[config.mk]
export PLATFORM = sky130hd
export DESIGN_NAME = branch_resolve_queue
export DESIGN_NICKNAME = d
export VERILOG_FILES = /design/src/rtl/branch_resolve_queue.sv
export SDC_FILE = /design/constraint.sdc
export NUM_CORES = 1
export LEC_CHECK = 0
export CORE_UTILIZATION = 49
export CTS_CLUSTER_DIAMETER = 60
export CTS_CLUSTER_SIZE = 30
export DETAILED_ROUTE_END_ITERATION = 7
export PLACE_DENSITY = 0.75
export SLEW_MARGIN = 20
export SYNTH_ARGS = -nofsm -noshare
export SYNTH_HDL_FRONTEND = slang
export SYNTH_SLANG_ARGS = --single-unit
[constraint.sdc]
create_clock -name clk -period 2.8 [get_ports clk]
set_input_delay 0.56 -clock clk [delete_from_list [all_inputs] [get_ports clk]]
set_output_delay 0.56 -clock clk [all_outputs]
set_load 0.1 [all_outputs]
[src/rtl/branch_resolve_queue.sv]
// branch_resolve_queue
//
// Holds the predictions issued by the branch history table, in program order,
// until each branch resolves. A resolution pops the oldest entry. One cycle
// later a training update (pc, actual outcome) goes back to the BHT, together
// with a flag saying whether the prediction was wrong. Saturating counters
// track how many branches resolved and how many were predicted correctly.
//
// Ports:
//   clk, reset          rising-edge clock; asynchronous active-low reset
//   flush               synchronous discard of every queued entry
//   pred_valid/pc/taken incoming prediction; pred_ready = queue not full
//   res_valid/taken     resolution of the oldest branch; res_ready = not empty
//   upd_valid/pc/taken  registered one-cycle BHT training strobe
//   mispredict          qualifies upd_valid: prediction differed from outcome
//   occupancy           number of entries currently held
//   total_cnt           resolved branches (saturating)
//   correct_cnt         correctly predicted branches (saturating)
//   underflow_err       sticky: a resolution arrived while the queue was empty

module branch_resolve_queue #(
    parameter int PC_W  = 9,
    parameter int DEPTH = 8,
    parameter int CNT_W = 32
) (
    input  logic                     clk,
    input  logic                     reset,
    input  logic                     flush,
    input  logic                     pred_valid,
    input  logic [PC_W-1:0]          pred_pc,
    input  logic                     pred_taken,
    output logic                     pred_ready,
    input  logic                     res_valid,
    input  logic                     res_taken,
    output logic                     res_ready,
    output logic                     upd_valid,
    output logic [PC_W-1:0]          upd_pc,
    output logic                     upd_taken,
    output logic                     mispredict,
    output logic [$clog2(DEPTH):0]   occupancy,
    output logic [CNT_W-1:0]         total_cnt,
    output logic [CNT_W-1:0]         correct_cnt,
    output logic                     underflow_err
);

    localparam int IDX_W = $clog2(DEPTH);
    localparam int PTR_W = IDX_W + 1;

    // Pointers carry one extra wrap bit so full and empty can be told apart.
    logic [PTR_W-1:0] rd_ptr;
    logic [PTR_W-1:0] wr_ptr;

    logic [PC_W-1:0]  pc_mem [DEPTH];
    logic [DEPTH-1:0] taken_mem;

    logic             full;
    logic             empty;
    logic             do_push;
    logic             do_pop;
    logic [IDX_W-1:0] rd_idx;
    logic [IDX_W-1:0] wr_idx;
    logic [PC_W-1:0]  head_pc;
    logic             head_taken;

    assign rd_idx = rd_ptr[IDX_W-1:0];
    assign wr_idx = wr_ptr[IDX_W-1:0];

    assign empty = (rd_ptr == wr_ptr);
    assign full  = (rd_idx == wr_idx) && (rd_ptr[IDX_W] != wr_ptr[IDX_W]);

    // Handshakes depend on registered pointers only, so a push is refused
    // while full even if a pop frees a slot in the same cycle.
    assign pred_ready = !full;
    assign res_ready  = !empty;
    assign occupancy  = wr_ptr - rd_ptr;

    // Flush overrides any same-cycle push or pop.
    assign do_push = pred_valid && !full  && !flush;
    assign do_pop  = res_valid  && !empty && !flush;

    assign head_pc    = pc_mem[rd_idx];
    assign head_taken = taken_mem[rd_idx];

    // Entry storage has no reset; only slots between the pointers are read.
    always_ff @(posedge clk) begin
        if (do_push) begin
            pc_mem[wr_idx]    <= pred_pc;
            taken_mem[wr_idx] <= pred_taken;
        end
    end

    always_ff @(posedge clk or negedge reset) begin
        if (!reset) begin
            rd_ptr <= '0;
            wr_ptr <= '0;
        end else if (flush) begin
            rd_ptr <= '0;
            wr_ptr <= '0;
        end else begin
            if (do_push) wr_ptr <= wr_ptr + PTR_W'(1);
            if (do_pop)  rd_ptr <= rd_ptr + PTR_W'(1);
        end
    end

    // The training payload is only rewritten on a pop, so it holds its last
    // value whenever upd_valid is low.
    always_ff @(posedge clk or negedge reset) begin
        if (!reset) begin
            upd_valid  <= 1'b0;
            upd_pc     <= '0;
            upd_taken  <= 1'b0;
            mispredict <= 1'b0;
        end else begin
            upd_valid <= do_pop;
            if (do_pop) begin
                upd_pc     <= head_pc;
                upd_taken  <= res_taken;
                mispredict <= head_taken ^ res_taken;
            end
        end
    end

    // Accuracy counters stop at all-ones rather than wrapping.
    always_ff @(posedge clk or negedge reset) begin
        if (!reset) begin
            total_cnt   <= '0;
            correct_cnt <= '0;
        end else if (do_pop) begin
            if (total_cnt != '1)
                total_cnt <= total_cnt + CNT_W'(1);
            if ((head_taken == res_taken) && (correct_cnt != '1))
                correct_cnt <= correct_cnt + CNT_W'(1);
        end
    end

    // A resolution with nothing queued is a protocol error on the resolving
    // side; it is flagged even during a flush and is cleared only by reset.
    always_ff @(posedge clk or negedge reset) begin
        if (!reset)
            underflow_err <= 1'b0;
        else if (res_valid && empty)
            underflow_err <= 1'b1;
    end

endmodule

# Word-level counts from Yosys, hierarchy flattened
# Memory sizes are Yosys's and may differ from the RTL's. A register that Yosys moved wholly into a read port is not among the register bits.
# Cells that the tools add are included.
[classes]
n_addsub = 5
n_lt_le_gt_ge = 3
eq_ne = 6
muxes = 11
bitwise_logic = 1
reduce_logical = 16
[ops]
columns = ["op", "count"]
rows = [
  ["$add A32 B1 Y32 const B", 2],
  ["$ne A32 B32 Y1 const B", 2],
  ["$mux W4", 4],
  ["$add A4 B1 Y4 const B", 2],
  ["$bwmux W8", 1],
  ["$logic_and A1 B1 Y1", 8],
  ["$lt A3 B4 Y1 const B", 2],
  ["$eq A4 B4 Y1", 1],
  ["$logic_not A1 Y1", 4],
  ["$mux W1", 4],
  ["$reduce_and A2 Y1", 2],
  ["$reduce_bool A2 Y1", 2],
  ["$sub A4 B4 Y4", 1],
  ["$bmux W1 S3", 1],
  ["$demux W1 S3", 1],
  ["$eq A3 B3 Y1", 1],
  ["$ge A3 B1 Y1 const B", 1],
  ["$eq A1 B1 Y1", 1],
  ["$ne A1 B1 Y1", 1],
  ["$xor A1 B1 Y1", 1],
]
[totals]
ff_bits = 84
mem_bits_rw = 72
in_bits = 16
output_inout_bits = 83
word_cells = 52
n_memories = 1
[memory_table]
columns = ["memory", "words", "width", "rd", "rd_clocked_by_memory_dff", "wr", "line_no", "source"]
rows = [
  ["pc_mem", 8, 9, 1, 1, 1, "53", "logic [PC_W-1:0] pc_mem [DEPTH];"],
]

# Logic depth before layout (Yosys ltp)
# Gate-level depths: netlist of run 1.
[logic_depth]
word_depth = 7
ltp_mapped = 10
ltp_nobuf = 7

# Least setup slack after synthesis of run 1
# Ideal clock, no wire load.
[synth_timing]
kind = "reg2out"
start = "register rd_ptr[2]"
end = "output occupancy[2]"
t_arrival_ps = 2629
required_time_ps = 2240
path_slack_ps = -389
stages_incl_launch_ff = 5
path_buffers = 1
cell_sequence = "dfrtp_1 inv_1 clkbuf_1 ha_1 xnor2_1"
[synth_between]
elab_chain_len = 1
[synth_rtl]
columns = ["element", "line_no", "source"]
rows = [
  ["start: declaration", "50", "logic [PTR_W-1:0] rd_ptr;"],
  ["start signal: assignment", "101", "if (do_pop) rd_ptr <= rd_ptr + PTR_W'(1);"],
  ["$sub A4 B4 Y4", "75", "assign occupancy = wr_ptr - rd_ptr;"],
  ["end: declaration", "40", "output logic [$clog2(DEPTH):0] occupancy,"],
]
# Every way passes these cells.

# Worst setup path in the final report of run 1
[layout_timing]
start = "register wr_ptr[1]"
end = "output occupancy[3]"
[layout_between]
elab_chain_len = 1
[layout_rtl]
columns = ["element", "line_no", "source"]
rows = [
  ["start: declaration", "51", "logic [PTR_W-1:0] wr_ptr;"],
  ["start signal: assignment", "100", "if (do_push) wr_ptr <= wr_ptr + PTR_W'(1);"],
  ["$sub A4 B4 Y4", "75", ""],
]
# Every way passes these cells.

==> results, run 1 <==
- The run finished with clean final reports.
- The total power consumption of the routed design is roughly 7.4 mW.
- The biggest fanout along the worst timing path is 8.
- The sequential-to-total area share from yosys stat is 62.9%.
- The number of cell rows is 43.
- Leaving out fill and tap cells, the most frequent cell in the layout is buf_4.
- Across all register-to-register paths, the minimum setup slack is about 0.33 ns.
- The count of endpoints failing hold in the final timing report is 0.
- The detailed-routing wirelength on met1 is roughly 6700 um.
- TritonCTS built the clock tree.
- A synthesized cell averages 13.4 um^2.
- Compared with the post-synthesis result, the final layout area differs by 24.9%.
- Buffers inserted during clock tree synthesis total 17.
- Synthesis instantiated 50 different standard cells from the library.
- The clock transition time at the flip-flop clock pins of the worst setup and hold paths is 0.06 ns.
- After layout, the minimum clock period comes to roughly 2.6 ns.
- The largest vdd supply drop is 1010 uV.
- Input and output buffers added on the ports amount to a little under 100.
- The top layer reached by signal wires is met4.
- The clock arrives with 0.0138 ns of skew.
- Setup repair after global routing left no endpoint under its margin.
- The worst slew margin relative to its limit is 50.3%.
- The count of nets left with antenna violations once routing finished came out at 0.
- The end of the worst register-to-register path is total_cnt[27].
- The leakage dissipation is 3.64 nW.
- The number of DRC violations after detailed routing is 0.
- The worst reg-to-reg path cell count is 8.
- The buffers inserted during post-CTS setup optimization is 0.
- The initial core utilization is 51.1%.
- STA classifies the critical path endpoint as an output pin.
- The final critical-path share of the clock period is 92.5%.
- Setup slack closes at 0.211 ns.
- The die span in y is 123 um.
- The number of buffers inserted for hold repair after clock tree synthesis is 0.
- Data arrives at the worst endpoint at 2.03 ns.
- In the global route stage, overall resource usage came out at 21.9%.
- The detail-routed via count per cell is between 5 and 6.
- The sum of met2 wire segment lengths after detailed routing is 7510 um.
- The H-tree depth reported by CTS is 4.
- The clock latency on the worst-skew pair is 0.42 ns.
- In the layout the commonest cells are buf_4, dfrtp_1, edfxtp_1, xnor2_1, nor2_1.
- The critical path in this run is classified as reg -> out.
- The routed design has 15100 um of wire.
- The proportion of layout cells with a drive suffix above 1 is 25.6%.
- The startpoint identified for the worst register-to-register timing path is wr_ptr[2].
- The startpoint kind of the worst setup timing path is a flop.
- The post-place instance area is 8420 um^2.
- The via count of the first global-routing pass is roughly 4.6k.
- The largest net degree at the start of global routing is 52.
- After global routing the overflow that remains totals 0.
- The post-synthesis cell type with the largest combined area is edfxtp_1.
- The number of nets in the synthesized netlist is 560.
- The number of warnings reported in the yosys synthesis log is 0.
- In the final routed layout, each cell accounts on average for 17.7 um.
- At the pin with the least slew margin, the transition time is 0.740 ns.
- The type of the most critical hold path is in -> async.
- Synthesis inferred approximately 170 register bits.
- In the post-synthesis netlist, the biggest area contributors are edfxtp_1, dfrtp_1, xnor2_1.
- The first detailed-routing pass took 4 iterations.
- In the final design database the tool counted 684 nets.
- The post-route standard cell area excluding fillers is 9000 um^2.
- Data on the critical path is required at its endpoint by 2.24 ns.
- The upper clock frequency limit is 386 MHz.
- The core region is 14100 um^2.
- Post-CTS repair changed the size of 0 cells.
- The post-synth design cell area is around 7000 um^2.
- The total via count in the routed design is 4733.
- The detailed router finished its first iteration with 337 violations.
- The final max-slew violation count came to 0.
- The die covers roughly 15000 um^2.
- The count of endpoints failing setup in the final report is 0.
- The number of violations of the max-capacitance limit is 0.
- The horizontal die dimension is roughly 120 um.
- The number of antenna violations at the first check in global routing is 0.
- The top cell type by area accounts for 33.3% of the synthesized area.
- 99 I/O pins were placed.
- Routability-driven placement finished with a final weighted congestion of 0.780.
- The length of routed met3 wiring is ~770 um.
- The first global-routing pass estimated between 20000 and 25000 um of wire.
- Synthesis produced 536 cells.
- The maximum clock path buffer count is 2.
- The worst-case setup slack after placement is around 0.23 ns.
- In this run the power density over the cells is 826 nW/um^2.
- The number of antenna repair diodes is 0.
- The tree built by TritonCTS fans out to 165 sinks.
- The HPWL after detailed placement is 10200 um.
- The library cell used as clock root buffer is clkbuf_16.
-- synthesized netlist by cell type (all sizes together) --
library cell	n
dfrtp	85
or4	1
xnor2	57
o211ai	2
a21oi	7
a2111oi	1
clkbuf	9
xor2	14
nor2b	1
nor2	47
and3	18
and2	3
nand2b	2
a211o	1
or3	2
nor4	4
and4	6
inv	15
a31oi	10
nand3b	1
edfxtp	80
mux2i	2
o21ai	2
nor3	11
or2	2
nand2	45
o2111ai	1
a21o	1
buf	7
mux4	20
a31o	1
ha	7
o311ai	1
mux2	2
a211oi	1
nand3	37
a21boi	2
nand4	26
fa	1
a41oi	1
-- through the flow --
stage | std cells | hold slack, ns | util, % | setup TNS (ns)
floorplan | 536 | 0.264 | - | -0.626
global placement | 821 | 0.457 | 59.7 | 0
detailed placement | 821 | 0.480 | 59.7 | 0
CTS | 853 | 0.189 | 63.8 | 0
global route | 853 | 0.209 | 63.8 | 0
finish | 853 | 0.179 | 63.8 | 0
-- routing by layer --
| metal | GRT usage, % | vias up |
|---|---|---|
| met3 | 6.04 | 8 |
| met5 | 0 | - |
| met2 | 35.1 | 138 |
| met1 | 29.1 | 2371 |
| li1 | - | 2216 |
| met4 | 6.93 | 0 |
-- flip-flops by register name (all words and copies together), names as in the netlist --
| register | cells |
|---|---|
| upd_pc | 9 |
| taken_mem | 8 |
| wr_ptr | 4 |
| pc_mem | 72 |
| upd_taken | 1 |
| mispredict | 1 |
| underflow_err | 1 |
| rd_ptr | 4 |
| correct_cnt | 32 |
| upd_valid | 1 |
| total_cnt | 32 |
-- worst max-delay path, stage by stage (launching register included) --
cell and delay [ns]:
dfrtp_1 0.49, ha_1 0.35, a21o_1 0.16, a21oi_1 0.24, xnor2_2 0.16, buf_12 0.20
-- kinds of logic after synthesis --
family / after synthesis / synth area share (%)
compound gates: 31 / 3.66
flops: 165 / 62.9
xor+xnor: 71 / 8.73
simple gates: 206 / 14.6
fa+ha+maj: 8 / 1.49
buf+inv: 31 / 1.74
mux: 24 / 6.89
-- report_power, final --
part	internal [mW]	switching (mW)
combinational	0.599	1.66
sequential	2.71	0.168
clock	1.42	0.885
total	4.72	2.71
-- cell type report --
type                    instances  area, um^2
well taps                     180         225
inverters                      15        56.3
fillers                      1032        5100
repair buffers                121        1040
multi-input cells             340        2560
clock buffers                  22         454
flip-flops and latches        165        4530
clock inverters                10         128
-- worst max-delay path by stage --
stage | start | end
6_report | wr_ptr[1] | occupancy[3]
5_1_grt | wr_ptr[1] | occupancy[3]
4_1_cts | rd_ptr[0] | occupancy[2]
3_5_place_dp | res_valid | correct_cnt[1]
3_3_place_gp | res_valid | correct_cnt[1]
2_1_floorplan | rd_ptr[2] | occupancy[2]
No activity file was read; power rests on OpenSTA's default activity.
==> run 2: changes to the inputs <==
--- a/config.mk
+++ b/config.mk
@@ -10,6 +10,7 @@
 export CTS_CLUSTER_SIZE = 30
 export DETAILED_ROUTE_END_ITERATION = 7
 export PLACE_DENSITY = 0.75
+export RECOVER_POWER = 50
 export SLEW_MARGIN = 20
 export SYNTH_ARGS = -nofsm -noshare
 export SYNTH_HDL_FRONTEND = slang
==> run 2 against run 1 <==
Against the previous run: combinational power decreased by 4%; final cell count unchanged; clock skew decreased by 0.0036 ns; register-to-register slack about the same; die area unchanged; total power decreased by 1.2%; clock-buffer cell count unchanged; via count increased by 0.63%.
==> results, run 2 (synthesis results as in run 1) <==
- The cell count after placement is 821.
- The total iterations of the first detailed-routing run is 4.
- The number of antenna violations at the first check in global routing came to 0.
- The register name with the most flops is pc_mem.
- The number of hold buffers added after CTS was 0.
- The number of CTS-inserted buffers is 17.
- The initial utilization of the core area, before any placement, comes to between 50% and 60%.
- The critical path startpoint is wr_ptr[1].
- The wire length of the first global-routing pass is approximately 24000 um.
- Across all layers, the routed design uses between 4k and 5k vias.
- The upper clock frequency limit is 386 MHz.
- Dividing the detail-routed wire length by the instance count gives 17.7 um.
- Across the whole layout, storage elements account for 4530 um^2.
- The die span in y is 123 um.
- The critical path arrival is 2.03 ns.
- TritonCTS built the clock tree.
- The tree is rooted in a clkbuf_16.
- The core box area is 14100 um^2.
- The share of the core filled with cells in the final layout is between 60 and 70%.
- The proportion of power drawn by the clock network is between 30% and 40%.
- For this run, design rule violations remaining after detail routing come to 0.
- The post-route netlist has 19.6% of its cells at a drive strength greater than 1.
- The startpoint identified for the worst register-to-register timing path is wr_ptr[2].
- Summing all placed instances gives a cell area of 8420 um^2.
- The number of gates given a new drive strength after cts is 0.
- The post-route clock skew is 0.0102 ns.
- The final critical-path share of the clock period is 92.6%.
- After detailed routing, the number of vias per cell comes to 5.58.
- The biggest fanout along the worst timing path is 8.
- The worst reg-to-reg path cell count is 8.
- At the end of routability-driven placement, the weighted congestion stood at just under 0.8.
- Power spread over the standard cell area amounts to 831 nW/um^2.
- The multi-input combinational cells in the finished layout cover a total of around 2600 um^2.
- The worst setup path is launched from a flop.
- Leaving out fill and tap cells, the most frequent cells in the layout are dfrtp_1, edfxtp_1, buf_4, xnor2_1, nor2_1.
- Setup violations remaining at the end of the flow were counted as 0.
- Row generation in the floorplan step produced 43 rows.
- The switching power is 2.72 mW.
- The flow ran to the end, and the final reports show no timing, DRC or antenna violations.
- The detailed router finished its first iteration with around 330 violations.
- The clock latency on the worst-skew pair is between 0.4 and 0.5 ns.
- The final wirelength is approximately 15000 um.
- Setup repair after global routing left no endpoint under its margin.
- The area growth from synthesis to layout is 22.6%.
- The number of inserted filler cells in the final layout is 1081.
- At the end of the flow, the number of nets in the layout was between 600 and 700.
- Entering global routing, the biggest net connects 52 pins.
- The register with the most flip-flops in the layout has between 70 and 80 of them.
- The global-route usage over all layers is 21.9%.
- Summed over all layers, the global routing overflow is 0.
- The clock sink total is 165.
- In this run the worst setup path terminates at occupancy[3].
- Once detailed placement completed, the half-perimeter wirelength came to 10200 um.
- Leaving out fill and tap cells, the most frequent cell in the layout is dfrtp_1.
- In the final layout, the registers with the most flip-flops are pc_mem x72, correct_cnt x32, total_cnt x32.
- The total die area is 15200 um^2.
- The portion of total power attributed to combinational logic is 29.4%.
- The type of the setup path with the least slack is reg -> out.
- The time the final worst path needs with I/O delays and setup is about 2.6 ns.
- The end of the worst register-to-register path is total_cnt[27].
- 0 antenna diodes ended up in the layout.
- Max-cap violations in this run came to 0.
- At the pin with the least slew margin, the transition time is 1.32 ns.
- The analysis attributes to cell leakage a power of ~3.5 nW.
- The required time at the endpoint of the critical path is 2.24 ns.
- The type of the most critical hold path is in -> async.
- In this run the tightest slew margin relative to its limit is between 10% and 20%.
- Internal power comes to 4.63 mW.
- The floorplan step set the die width to approximately 120 um.
- In this run switching power makes up 37.0% of total power.
- After routing the design area is 8830 um^2.
- The minimum setup slack among reg-to-reg paths is ~0.34 ns.
- Once the clock tree was built, the setup fixing pass inserted 0 buffers.
- The maximum clock path buffer count is 2.
- The detail route stage leaves a number of antenna-violating nets equal to 0.
- The H-tree depth reported by CTS is 4.
- The count of endpoints failing hold in the final timing report is 0.
- VDD sags by at most between 900 and 1000 uV.
- The total I/O pin count is 99.
- Per report_power, the sequential group accounts for 39.2% of the total.
- The final instance count without filler cells is 853.
- The final max-slew violation count is 0.
- After clock tree synthesis, the clock-pin slew on the worst setup and hold paths is about 0.06 ns.
- STA classifies the critical path endpoint as an output pin.
- Buffers placed on the I/O ports in this run total 98.
- The via count of the first global-routing pass is 4620.
-- run 2: how the worst min path moves through the flow --
stage / endpoint / cells past startpoint / from / slack (ns)
CTS: total_cnt[13] / 1 / reset / 0.19
global route: total_cnt[13] / 1 / reset / 0.50
floorplan: correct_cnt[0] / 0 / reset / 0.26
finish: total_cnt[13] / 1 / reset / 0.43
detailed placement: underflow_err / 1 / underflow_err / 0.48
global placement: underflow_err / 1 / underflow_err / 0.46
-- run 2: power by group through the flow --
stage               clock network (mW)  logic (mW)  registers [mW]
global route                      2.46        2.27            2.89
finish                            2.31        2.16            2.88
floorplan                            0       0.707            3.86
detailed placement                   0        2.27            2.92
CTS                               2.35        2.27            2.87
global placement                     0        2.25            2.91
-- run 2: final cells by class --
cell class / count / share of cell area, %
inverters: 15 / 0.637
flip-flops and latches: 165 / 51.3
multi-input cells: 340 / 29.0
clock buffers: 22 / 5.14
well taps: 180 / 2.55
repair buffers: 121 / 9.92
clock inverters: 10 / 1.44
-- run 2: metal layers --
layer,vias to the layer above,global-route usage (%),part of all wire (%)
li1,2217,-,-
met3,17,6.04,5.4
met1,2392,29.1,44
met4,0,6.93,1.2
met5,-,0,0
met2,137,35.1,49
-- run 2: worst max-delay path, stage by stage, from the launching register on --
cell     delay, ns
dfrtp_1       0.49
ha_1          0.35
a21o_1        0.16
a21oi_1       0.24
xnor2_2       0.16
buf_12        0.20
-- run 2: per-stage QoR --
stage / worst slack [ns] / TNS [ns] / hold slack [ns] / power (mW)
final: 0.207 / 0 / 0.425 / 7.34
after global routing: 0.0807 / 0 / 0.504 / 7.62
after CTS: 0.172 / 0 / 0.189 / 7.49
after detailed placement: 0.225 / 0 / 0.480 / 5.18
after global placement: 0.270 / 0 / 0.457 / 5.16
after floorplan: -0.389 / -0.626 / 0.264 / 4.57
==> run 3: changes to the inputs <==
--- a/config.mk
+++ b/config.mk
@@ -9,6 +9,8 @@
 export CTS_CLUSTER_DIAMETER = 60
 export CTS_CLUSTER_SIZE = 30
 export DETAILED_ROUTE_END_ITERATION = 7
+export GPL_ROUTABILITY_DRIVEN = 1
+export GPL_TIMING_DRIVEN = 1
 export PLACE_DENSITY = 0.75
 export RECOVER_POWER = 50
 export SLEW_MARGIN = 20
==> results of run 3 <==
The final DEF is identical to that of run 2; final timing and power are the same.
==> patch 1 (config.mk and constraints of run 3) <==
`DEPTH`: 8 -> 16.
--- a/src/rtl/branch_resolve_queue.sv
+++ b/src/rtl/branch_resolve_queue.sv
@@ -20,7 +20,7 @@
 
 module branch_resolve_queue #(
     parameter int PC_W  = 9,
-    parameter int DEPTH = 8,
+    parameter int DEPTH = 16,
     parameter int CNT_W = 32
 ) (
     input  logic                     clk,
Interface: changed (resized occupancy); port bits go from 99 to 100. No check against the original RTL was run, so the function may have changed too.
==> patch 1 against run 3 <==
- power up 31%
- register-to-register slack worse by 180 ps
- design area up 41%
- area after synthesis up 44%
- worst setup slack worse by 110 ps
- wire length up 45%
- final cell count up 28%
- sequential cell count up 82
==> patch 1: results <==
set metrics [dict create \
    r2r-start "rd_ptr[2]$_DFFE_PN0P_" \
    place_area_mm2 0.0119 \
    hpwl_um 15400 \
    clk-insertion-delay-late_ps 510 \
    grt_max_degree 50 \
    wl_per_cell_um 20.2 \
    cts_inserted_buffers 18 \
    path_clk_slew_ps 100 \
    synth_area_leaders "edfxtp_1, dfrtp_1, mux4_2" \
    ir_worst_vdd_v 0.000706 \
    synth-edff-count 160 \
    grt.met3_usage_pct 3.27 \
    r2r_end "pc_mem[2][7]$_DFFE_PP_" \
    ys_dominant_reg_cell "edfxtp_1" \
    firstDrtPassIters 6 \
    path_max_fanout 3 \
    first_global_vias 6282 \
    wl_met1_um 9600 \
    routed-wl-met3_um 1570 \
    synth_cell_types 43 \
    highest_layer "met4" \
    vias_per_cell 5.72 \
    synthArstFlopShare_pct 35.2 \
    synth_common_cells "edfxtp_1, dfrtp_1, nand2_1" \
    met1_usage_pct 30.4 \
    fin_ws_ps 101 \
    place_ws_ps 128 \
    nets 836 \
    drive_gt1_share_pct 24.9 \
    drtIter0Drc 502 \
    largestRegisters "pc_mem: 144 flops, correct_cnt: 32 flops, total_cnt: 32 flops" \
    skew_ps 34.9 \
    ys_warn_count 0 \
    grt_pass1_wl_um 35000 \
    status "completed" \
    yosysSeqAreaShare_pct 67.4 \
    critPathLaunch "wr_ptr[0]$_DFFE_PN0P_" \
    grt_util_met2_pct 33.8 \
    critPathCapture "occupancy[4]" \
    r2r_slack_ps 160 \
    io_buffers 99 \
    synth_nets 693 \
    track_usage_pct 20.9 \
    whs_ps 329 \
    cellLeakagePower_nw 4.82 \
    worstMarginPinSlew_ps 1260 \
    gp_routability_congestion 0.927 \
    cts_max_path_buffers 3 \
]
[patch 1: changes by cell type in the layout (fill, tap and decap cells not counted), sizes merged, moves of 8 or more]
cell,delta
nor4,+8
xnor2,-21
mux4,+27
buf,+24
nand2,+20
nand3,-15
edfxtp,+80
a31oi,-10
xor2,+26
mux2i,+8
[patch 1: logic make-up after synthesis]
| logic type | after synthesis | share of synthesized area, % |
|---|---|---|
| adders and majority gates | 12 | 1.52 |
| xor gates and xnor gates | 76 | 6.43 |
| buffers and inverters | 39 | 1.58 |
| muxes | 59 | 11.6 |
| DFF | 247 | 67.4 |
| and+or+nand+nor | 217 | 10.5 |
| AOI/OAI and AO/OA | 15 | 0.990 |
[patch 1: area by class of cell]
cell class | count | area (um2)
Fill cell | 1513 | 8070
Sequential cell | 247 | 6980
Multi-Input combinational cell | 379 | 3330
Timing Repair Buffer | 147 | 1070
Clock buffer | 20 | 489
Tap cell | 270 | 338
Clock inverter | 12 | 158
Inverter | 15 | 56.3
[patch 1: worst max-delay path, cell delays in order (launching register included)]
cell and delay (ps):
dfrtp_1 390, inv_1 110, ha_2 210, fa_2 210, inv_1 50, a21o_1 160, a21oi_2 190, xnor2_2 150
buf_12 200
[patch 1: what timing repair did]
| item | 4_1_cts | 5_1_grt |
|---|---|---|
| pin swaps | 0 | 1 |
| setup buffers | 2 | 1 |
| resized for setup | 3 | 1 |
| setup endpoints to repair | 1 | 1 |
[patch 1: metrics by stage]
stage	cells	utilization (%)
CTS	1089	61.4
global placement	1055	58.1
detailed placement	1055	58.1
finish	1090	60.6
global route	1090	60.6
floorplan	665	-
[patch 1: report_power, final]
| part | switching, mW | internal (mW) |
|---|---|---|
| combinational | 1.90 | 0.723 |
| clock | 1.27 | 1.57 |
| sequential | 0.139 | 4.05 |
| total | 3.30 | 6.34 |
==> patch 2 (flow settings as in run 3) <==
Made on the original files. Register the output `correct_cnt` once more, with the module's reset; this adds one clock of latency there. The other outputs are not delayed to match.
--- a/src/rtl/branch_resolve_queue.sv
+++ b/src/rtl/branch_resolve_queue.sv
@@ -45,6 +45,8 @@
 
     localparam int IDX_W = $clog2(DEPTH);
     localparam int PTR_W = IDX_W + 1;
+
+    logic [CNT_W-1:0] correct_cnt_s0;
 
     // Pointers carry one extra wrap bit so full and empty can be told apart.
     logic [PTR_W-1:0] rd_ptr;
@@ -124,12 +126,12 @@
     always_ff @(posedge clk or negedge reset) begin
         if (!reset) begin
             total_cnt   <= '0;
-            correct_cnt <= '0;
+            correct_cnt_s0 <= '0;
         end else if (do_pop) begin
             if (total_cnt != '1)
                 total_cnt <= total_cnt + CNT_W'(1);
-            if ((head_taken == res_taken) && (correct_cnt != '1))
-                correct_cnt <= correct_cnt + CNT_W'(1);
+            if ((head_taken == res_taken) && (correct_cnt_s0 != '1))
+                correct_cnt_s0 <= correct_cnt_s0 + CNT_W'(1);
         end
     end
 
@@ -142,5 +144,13 @@
             underflow_err <= 1'b1;
     end
 
+    always_ff @(posedge clk or negedge reset) begin
+        if (!reset) begin
+            correct_cnt <= '0;
+        end else begin
+            correct_cnt <= correct_cnt_s0;
+        end
+    end
+
 endmodule
 
Check against the original RTL: not equivalent (Yosys sat finds a counterexample within 4 cycles, from zero or initial values and one cycle with reset low).
==> patch 2 against run 3 <==
- sequential cell count increased by 32
- count of clock-buffer cells in the layout decreased by 4
- first-iteration DRC count increased by 11%
- wire length increased by 7.6%
- global-route usage decreased by 0.79 points
- sequential share of layout area increased by 3.4 points
- power increased by 10%
- final cell count increased by 7.6%
- clock power increased by 2%
- area after synthesis increased by 9.9%
- design area increased by 10%
- worst setup slack got worse by 25 ps
- critical path type unchanged
- critical endpoint is now res_ready
==> patch 2: results <==
set metrics [dict create \
    status "completed" \
    yosysSeqAreaShare_pct 67.3 \
    powerDensity_mw_per_mm2 829 \
    first_global_vias 4965 \
    synth_cell_types 45 \
    cellLeakagePower_nw 4.14 \
    synthAdderAreaFrac_pct 1.36 \
    grt_antenna_before_repair 1 \
    num-fill-cells 1177 \
    track_usage_pct 21.1 \
    synthArstFlopShare_pct 59.4 \
    r2r-start "rd_ptr[0]$_DFFE_PN0P_" \
    skew_ps 9.77 \
    hpwl_um 10800 \
    pg_comb_mw 2.35 \
    critical_path_arrival_ps 2060 \
    grt_max_degree 72 \
    synth_compound_area_share_pct 2.75 \
    gp_routability_congestion 0.840 \
    nets 713 \
    max_slew_margin_pct 16.5 \
    r2r_end "correct_cnt_s0[7]$_DFFE_PN0P_" \
    r2r_cells 6 \
    drive_gt1_share_pct 23.8 \
    synth_mux_area_share_pct 6.39 \
    synth_xor_area_share_pct 7.63 \
    path_max_fanout 7 \
    drt_wl_total_um 16300 \
    synth_common_cells "dfrtp_1, edfxtp_1, nand2_1" \
    firstDrtPassIters 5 \
    r2r_slack_ps 200 \
    synth_nets 582 \
]
-- patch 2: changes by cell type in the layout (fill, tap and decap cells not counted), moves of 5 or more --
cell      change
nand4_1       -7
nor4_1        +5
dfrtp_1      +32
clkbuf_1     -34
nand2_1       +5
xor2_1       +18
nor2_1       -13
buf_4        +39
nand3_1       -9
xnor2_1      -20
nor3_1        +7
-- patch 2: final cells by class --
type                            instances  share of cell area, %
Clock inverter                         14                   1.50
Timing Repair Buffer                  128                   10.6
Clock buffer                           18                   4.40
Multi-Input combinational cell        333                   25.6
Inverter                               12                  0.462
Sequential cell                       197                   54.7
Tap cell                              216                   2.77
-- patch 2: metal layers --
layer | vias to the layer above | GRT usage [%] | part of all wire, %
li1 | 2317 | - | -
met1 | 2556 | 28.1 | 43
met2 | 148 | 34.3 | 51
met3 | 24 | 4.46 | 4.2
met4 | 2 | 8.37 | 1.9
met5 | - | 0 | 0.080
-- patch 2: how the worst max path moves through the flow --
stage / start / to / depth (start not counted)
finish: rd_ptr[0]$_DFFE_PN0P_ / res_ready / 5
global route: rd_ptr[0]$_DFFE_PN0P_ / correct_cnt_s0[5]$_DFFE_PN0P_ / 7
CTS: rd_ptr[0]$_DFFE_PN0P_ / occupancy[2] / 4
detailed placement: flush / correct_cnt_s0[3]$_DFFE_PN0P_ / 7
global placement: flush / correct_cnt_s0[4]$_DFFE_PN0P_ / 7
floorplan: rd_ptr[2]$_DFFE_PN0P_ / occupancy[3] / 6
-- patch 2: per-stage QoR --
step / worst slack, ps / instance area, um2 / instances / hold WS (ps)
floorplan: 43.7 / 7950 / 558 / 264
global placement: 125 / 9230 / 886 / 408
detailed placement: 64.9 / 9230 / 886 / 414
CTS: 188 / 9800 / 918 / 174
global route: 1.68 / 9750 / 918 / 451
finish: 182 / 9750 / 918 / 386
